<file path="src/rtl/handshake_coeff_arbiter.sv">
// Shares one fixed 12-bit softclip coefficient table between two requesters
// through a round-robin grant and a one-entry registered output stage (1 cycle).
// Optional HANDSHAKE_COEFF_ARB_IDX_CHECK_EN adds a sticky out-of-range flag err_idx.
module handshake_coeff_arbiter #(
  parameter int DATA_WIDTH  = 12,
  parameter int IDX_WIDTH   = 3,
  parameter int NUM_ENTRIES = 5
) (
  input  logic                  clk,
  input  logic                  rst,
  input  logic [IDX_WIDTH-1:0]  req0_idx,
  input  logic                  req0_valid,
  output logic                  req0_ready,
  input  logic [IDX_WIDTH-1:0]  req1_idx,
  input  logic                  req1_valid,
  output logic                  req1_ready,
  output logic [DATA_WIDTH-1:0] outs,
  output logic                  outs_tag,
  output logic                  outs_valid,
  input  logic                  outs_ready
`ifdef HANDSHAKE_COEFF_ARB_IDX_CHECK_EN
  ,
  output logic                  err_idx
`endif
);

  logic                 full;
  logic                 last;
  logic                 accept;
  logic                 grant0;
  logic                 grant1;
  logic                 xfer0;
  logic                 xfer1;
  logic                 xfer;
  logic [IDX_WIDTH-1:0] sel_idx;

  // Fixed table; anything at or beyond NUM_ENTRIES reads as zero.
  function automatic logic [DATA_WIDTH-1:0] coeff_lookup(input logic [IDX_WIDTH-1:0] idx);
    logic [DATA_WIDTH-1:0] val;
    case (idx)
      IDX_WIDTH'(1): val = DATA_WIDTH'(12'h0CE);
      IDX_WIDTH'(2): val = DATA_WIDTH'(12'h32A);
      IDX_WIDTH'(3): val = DATA_WIDTH'(12'h7FF);
      IDX_WIDTH'(4): val = DATA_WIDTH'(12'hF32);
      default:       val = '0;
    endcase
    if (int'(idx) >= NUM_ENTRIES) begin
      val = '0;
    end
    return val;
  endfunction

  // Round-robin grant: on a tie the requester not served last wins; the
  // stage accepts when empty or when its current token drains this cycle.
  always_comb begin
    accept     = !full || outs_ready;
    grant0     = req0_valid && (!req1_valid || last);
    grant1     = req1_valid && (!req0_valid || !last);
    req0_ready = accept && grant0;
    req1_ready = accept && grant1;
    xfer0      = req0_valid && req0_ready;
    xfer1      = req1_valid && req1_ready;
    xfer       = xfer0 || xfer1;
    sel_idx    = xfer1 ? req1_idx : req0_idx;
  end

  // Output stage and priority pointer; the pointer only moves on a real transfer.
  always_ff @(posedge clk or posedge rst) begin
    if (rst) begin
      full     <= 1'b0;
      outs     <= '0;
      outs_tag <= 1'b0;
      last     <= 1'b1;
    end else if (xfer) begin
      outs     <= coeff_lookup(sel_idx);
      outs_tag <= xfer1;
      full     <= 1'b1;
      last     <= xfer1;
    end else if (outs_ready) begin
      full     <= 1'b0;
    end
  end

  assign outs_valid = full;

`ifdef HANDSHAKE_COEFF_ARB_IDX_CHECK_EN
  // Sticky flag for any accepted index outside the table.
  always_ff @(posedge clk or posedge rst) begin
    if (rst) begin
      err_idx <= 1'b0;
    end else if (xfer && (int'(sel_idx) >= NUM_ENTRIES)) begin
      err_idx <= 1'b1;
    end
  end
`endif

endmodule
</file>
<file path="config.mk">
export PLATFORM = sky130hd
export DESIGN_NAME = handshake_coeff_arbiter
export DESIGN_NICKNAME = d
export VERILOG_FILES = /design/src/rtl/handshake_coeff_arbiter.sv
export SDC_FILE = /design/constraint.sdc
export NUM_CORES = 1
export LEC_CHECK = 0
export ABC_CLOCK_PERIOD_IN_PS = 1600
export BUFFER_PORTS_ARGS = -buffer_cell sky130_fd_sc_hd__clkbuf_2
export CORE_MARGIN = 4
export CORE_UTILIZATION = 45
export CTS_CLUSTER_SIZE = 28
export DETAILED_ROUTE_END_ITERATION = 6
export PLACE_DENSITY_LB_ADDON = 0.1
export SLEW_MARGIN = 20
export SYNTH_ARGS = -nofsm -noshare
export SYNTH_HDL_FRONTEND = slang
export SYNTH_SLANG_ARGS = --single-unit
</file>
<file path="constraint.sdc">
create_clock -name clk -period 1.6 [get_ports clk]
set_input_delay 0.32 -clock clk [delete_from_list [all_inputs] [get_ports clk]]
set_output_delay 0.32 -clock clk [all_outputs]
set_load 0.03 [all_outputs]
</file>
==> results of run 1 <==
## flip-flops by register name (all words and copies together) (netlist names)
signal and cells:
last 1, outs_tag 1, outs_valid 1, outs 7
## repair_timing
action | CTS | global route
buffers inserted | 0 | 1
setup endpoints to repair | 1 | 2
pin swaps | 1 | 0
resized for setup | 1 | 3
## metal layers
layer | up-vias | wire, um | GRT usage
met5 | - | 0 | 0
met2 | 15 | 597 | 0.215
li1 | 271 | - | -
met1 | 226 | 536 | 0.161
met4 | 0 | 0 | 0.0351
met3 | 0 | 94 | 0.0398
## placed cells by master (no fill, tap or decap), types with 2 or more instances in the layout
master,instances
a21oi_1,8
a31oi_1,2
and3b_1,2
buf_4,2
clkbuf_2,24
clkbuf_4,5
dfrtp_1,9
inv_1,3
mux2_2,3
mux2i_1,7
nand2_1,7
nor2_1,10
xnor2_1,2
## cell type report
cell class / instances / area (um^2)
clock buffer: 4 / 36.3
timing repair buffer: 28 / 150
inverter: 3 / 11.3
fill: 119 / 523
sequential: 10 / 251
tap: 15 / 18.8
multi-input combinational: 46 / 310
## path summary, 6_finish.rpt
| kind | startpoint | to | slack [ns] | cells past startpoint |
|---|---|---|---|---|
| max reg2reg | last | outs[11] | 0.17 | 5 |
| min in group clk | req0_valid | last | 0.29 | 2 |
| max | outs_valid | req0_ready | 0.06 | 4 |
| max in group asynchronous | rst | last | 1.28 | 2 |
| min | rst | outs[7] | 0.0009 | 2 |
| min reg2reg | outs_tag | outs_tag | 0.48 | 2 |
## cell families after synthesis
kind of cell / Yosys count
compound gates: 11
xor+xnor: 2
buf+inv: 11
flops: 10
mux: 10
simple gates: 23
## worst max-delay path: cells and delay by family (launching register included)
kind | cells | cell delay [ns]
buffers and inverters | 1 | 0.20
AO/OA/AOI/OAI | 1 | 0.12
AND/OR/NAND/NOR | 2 | 0.21
flip-flops | 1 | 0.42
## power by group
group | internal [mW] | switching (mW) | total [mW]
registers | 0.297 | 0.0285 | 0.325
logic | 0.107 | 0.216 | 0.323
clock network | 0.138 | 0.0917 | 0.230
## metrics by stage
step                utilization  total power [mW]
floorplan                     -             0.586
global placement          0.557             0.645
detailed placement        0.557             0.650
CTS                       0.587             0.881
global route              0.598             0.921
finish                    0.598             0.878
==> impl_metrics.json, run 1 <==
{
  "dieWidth_um": 45.3,
  "grt_max_degree": 11,
  "ios": 27,
  "numPortBuffers": 26,
  "synth_top_family_by_area": "simple AND/OR/NAND/NOR gates",
  "synthesis.nets": 78,
  "synthTopCellsByArea": "dfrtp_1, mux2i_1, a21oi_1",
  "fin_hold_ws_ns": 0.000933,
  "tritoncts": "done",
  "tightestPinTransition_ns": 0.387,
  "drc": 0,
  "die_area_um2": 2050,
  "post-synth-top-count-cell": "nor2_1",
  "finalNetCount": 103,
  "endpoint_kind": "output pin",
  "yosysUniqueCellTypes": 19,
  "required_ns": 1.28,
  "synth_top_flop_cell": "dfrtp_1",
  "synth_common_cells": "nor2_1, dfrtp_1, a21oi_1, mux2i_1, nand2_1",
  "area_growth_pct": 24.2,
  "fin_cells": 106,
  "hpwl_um": 978,
  "synth_edf_count": 0,
  "layout_min_cycle_time_ns": 1.54,
  "synthArstFlopShare": 1.00,
  "routed_wl_mm": 1.23,
  "seq_area_frac_synth": 0.401,
  "peakVddDrop_v": 0.000625,
  "drive_above_1_share": 0.418,
  "dp.cells": 101,
  "hold_path_class": "primary input to asynchronous set/reset pin",
  "yosys.area.top_type_share": 0.359,
  "num_vias": 512,
  "wl_per_cell_um": 11.6,
  "globalRoute.totalOverflow": 0,
  "slew_headroom": 0.742,
  "die_y_um": 45.3,
  "synth.cell_area_um2": 627,
  "start_util": 0.482,
  "clk_pin_slew_ns": 0.08,
  "cts_buffers": 3,
  "htree_levels": 1,
  "max_freq_ghz": 0.651,
  "cp_slowest_cell": "dfrtp_1",
  "post-synth-top-area-cell": "dfrtp_1",
  "drtAntennaViolNets": 0,
  "track_usage": 0.130,
  "finalCritPeriodShare": 0.960,
  "hold_buffers": 0,
  "clock-skew-final_ns": 0.00722,
  "synth_simple_gate_area_frac": 0.198,
  "power.density_nw_per_um2": 1130,
  "cts-root-buf": "clkbuf_4",
  "finalSetupViolCount": 0,
  "clock_latency_ns": 0.26,
  "syn_avg_cell_area_um2": 9.36,
  "place_ws_ns": 0.220,
  "path_class": "flop to output pin",
  "design_area_um2": 778,
  "cpPeakStageDelay_ns": 0.42,
  "cap_violations": 0,
  "synth_xor_area_frac": 0.0279,
  "clock_sinks": 10,
  "n_antenna_cell": 0,
  "design.core.area_um2": 1300,
  "grt_pass1_wl_mm": 1.90,
  "drt_iter0_markers": 2,
  "syn_inst": 67,
  "rows": 13,
  "synth_mux_area_frac": 0.166,
  "path_cells": "nand2b_4, nand2_1, a21oi_1, clkbuf_4",
  "rsz0062_at_grt": "false",
  "grt_pass1_vias": 438,
  "finalHoldViolCount": 0,
  "first_pass_iters": 4,
  "ys_warn_count": 0,
  "final.setup.tns_ns": 0,
  "worstPathArrival_ns": 1.22,
  "synth_adder_area_share": 0,
  "start_kind": "flop",
  "antenna_found_initial": 0,
  "synth_compound_area_frac": 0.0958,
  "drv_slew": 0,
  "p_leak_nw": 0.427,
  "setup_slack_ns": 0.0635,
  "outcome": "finished, final reports clean",
  "gpl.final_weighted_congestion": 0.747,
  "vias_per_cell": 4.83,
  "placed_area_um2": 724,
  "worstPathMaxFanout": 6,
  "cts_buffer_depth": 2,
  "ys_seq_elements": 10
}
Power figures use the tool's default switching activity.
==> run 2: changes to the inputs <==
--- a/config.mk
+++ b/config.mk
@@ -12,6 +12,7 @@
 export CTS_CLUSTER_SIZE = 28
 export DETAILED_ROUTE_END_ITERATION = 6
 export PLACE_DENSITY_LB_ADDON = 0.1
+export RECOVER_POWER = 100
 export SLEW_MARGIN = 20
 export SYNTH_ARGS = -nofsm -noshare
 export SYNTH_HDL_FRONTEND = slang
==> run 2 against run 1 <==
Against the previous run:
- total power down 2.1%
- non-clock buffer count unchanged
- sequential power about the same
- die area unchanged
- count of clock-buffer cells in the layout unchanged
- sequential share of layout area up 0.96 points
- sequential cell count unchanged
- critical path type unchanged
- largest cell class unchanged
==> impl_metrics.json, run 2 (synthesis gave the netlist of run 1 again) <==
{
  "rows": 13,
  "final.setup.tns_ns": 0,
  "worstPathArrival_ns": 1.22,
  "clk_pin_slew_ns": 0.08,
  "cts_buffers": 3,
  "start_util": 0.482,
  "grt_pass1_wl_mm": 1.90,
  "n_antenna_cell": 0,
  "path_class": "flop to output pin",
  "tightestPinTransition_ns": 0.388,
  "vias_per_cell": 4.81,
  "p_seq_frac": 0.376,
  "area_growth_pct": 20.6,
  "finalNetCount": 103,
  "grt_pass1_vias": 438,
  "clock-skew-final_ns": 0.00715,
  "num_vias": 510,
  "final_common_cell": "clkbuf_1",
  "switching_power_mw": 0.337,
  "busiest_layer": "met2",
  "max_freq_ghz": 0.649,
  "numPortBuffers": 26,
  "htree_levels": 1,
  "multiInputGateArea_um2": 310,
  "layout_common_cells": "clkbuf_1, nor2_1, clkbuf_2",
  "die_y_um": 45.3,
  "antenna_found_initial": 0,
  "tritoncts": "done",
  "clock_latency_ns": 0.26,
  "start_kind": "flop",
  "required_ns": 1.28,
  "slew_headroom": 0.741,
  "p_int_mw": 0.523,
  "finalCritPeriodShare": 0.962,
  "peakVddDrop_v": 0.000608,
  "finalSetupViolCount": 0,
  "globalRoute.totalOverflow": 0,
  "power.density_nw_per_um2": 1140,
  "drive_above_1_share": 0.253,
  "cts_buffer_depth": 2,
  "die_area_um2": 2050,
  "drv_slew": 0,
  "cap_violations": 0,
  "drc": 0,
  "rsz0062_at_grt": "false",
  "ios": 27,
  "hold_buffers": 0,
  "endpoint_kind": "output pin",
  "design.core.area_um2": 1300,
  "wl_per_cell_um": 11.7,
  "grtUsageMet2": 0.215,
  "first_pass_iters": 4,
  "hold_path_class": "primary input to asynchronous set/reset pin",
  "cts-root-buf": "clkbuf_4",
  "worstPathMaxFanout": 6,
  "drt_iter0_markers": 2,
  "grt_max_degree": 11,
  "outcome": "finished, final reports clean",
  "hpwl_um": 978,
  "gpl.final_weighted_congestion": 0.747,
  "placed_area_um2": 724,
  "finalHoldViolCount": 0,
  "design_area_um2": 756,
  "p_leak_nw": 0.384,
  "top_register": "outs",
  "largest_reg_flops": 7,
  "power.share.clock": 0.267,
  "layout_min_cycle_time_ns": 1.54,
  "routed_wl_mm": 1.24,
  "switching_share": 0.392,
  "area.sequential_um2": 251,
  "fillers": 125,
  "track_usage": 0.130,
  "clock_sinks": 10,
  "combPwrFrac": 0.357,
  "use_met3": 0.0398,
  "dieWidth_um": 45.3,
  "use_met1": 0.161,
  "drtAntennaViolNets": 0
}
[run 2: changes by cell type in the layout (fill, tap and decap cells not counted), sizes merged]
cell / previous run / this run
buf: 2 / 4
clkbuf: 30 / 28
[run 2: final cells by class]
| cell class | count | area share |
|---|---|---|
| multi-input cells | 46 | 0.411 |
| flip-flops and latches | 10 | 0.333 |
| repair buffers | 28 | 0.169 |
| clock buffers | 4 | 0.0480 |
| well taps | 15 | 0.0248 |
| inverters | 3 | 0.0149 |
[run 2: path summary, 6_finish.rpt]
| kind | from | to | slack (ns) | cells after the start |
|---|---|---|---|---|
| min in group clk | req0_valid | last | 0.29 | 2 |
| max in group asynchronous | rst | last | 1.28 | 2 |
| setup reg to reg | last | outs[11] | 0.13 | 5 |
| hold reg to reg | outs_tag | outs_tag | 0.48 | 2 |
| hold / removal | rst | outs[7] | 0.001 | 2 |
| setup / recovery | outs_valid | req0_ready | 0.06 | 4 |
[run 2: repair_timing]
item	in CTS	in global routing
resized for setup	1	3
pin swaps	1	0
endpoints found under the setup margin	1	2
endpoints found under the hold margin	0	0
buffers inserted	0	1
[run 2: power groups by stage]
stage	clock network (mW)	registers, mW	logic (mW)
after floorplan	0	0.396	0.190
after global placement	0	0.327	0.318
after detailed placement	0	0.330	0.320
after CTS	0.233	0.326	0.322
after global routing	0.242	0.330	0.330
final	0.230	0.323	0.307
[run 2: critical path, stage by stage (launching register included)]
cell and delay [ns]:
dfrtp_1 0.42, nand2b_4 0.12, nand2_1 0.09, a21oi_1 0.11, buf_2 0.21
[run 2: layer usage]
layer / part of all wire / vias up
met5: 0 / -
met4: 0 / 0
met3: 0.076 / 0
met2: 0.48 / 15
met1: 0.45 / 226
li1: - / 269
[run 2: through the flow]
step	total power, mW	util	hold slack [ns]	std cells	setup WS (ns)
3_3_place_gp	0.645	0.557	0.297	101	0.238
3_5_place_dp	0.650	0.557	0.299	101	0.220
2_1_floorplan	0.586	-	0.159	67	0.0524
6_report	0.860	0.581	0.00145	106	0.0603
5_1_grt	0.902	0.581	0.0350	106	0.0151
4_1_cts	0.881	0.587	0.0111	105	0.00730
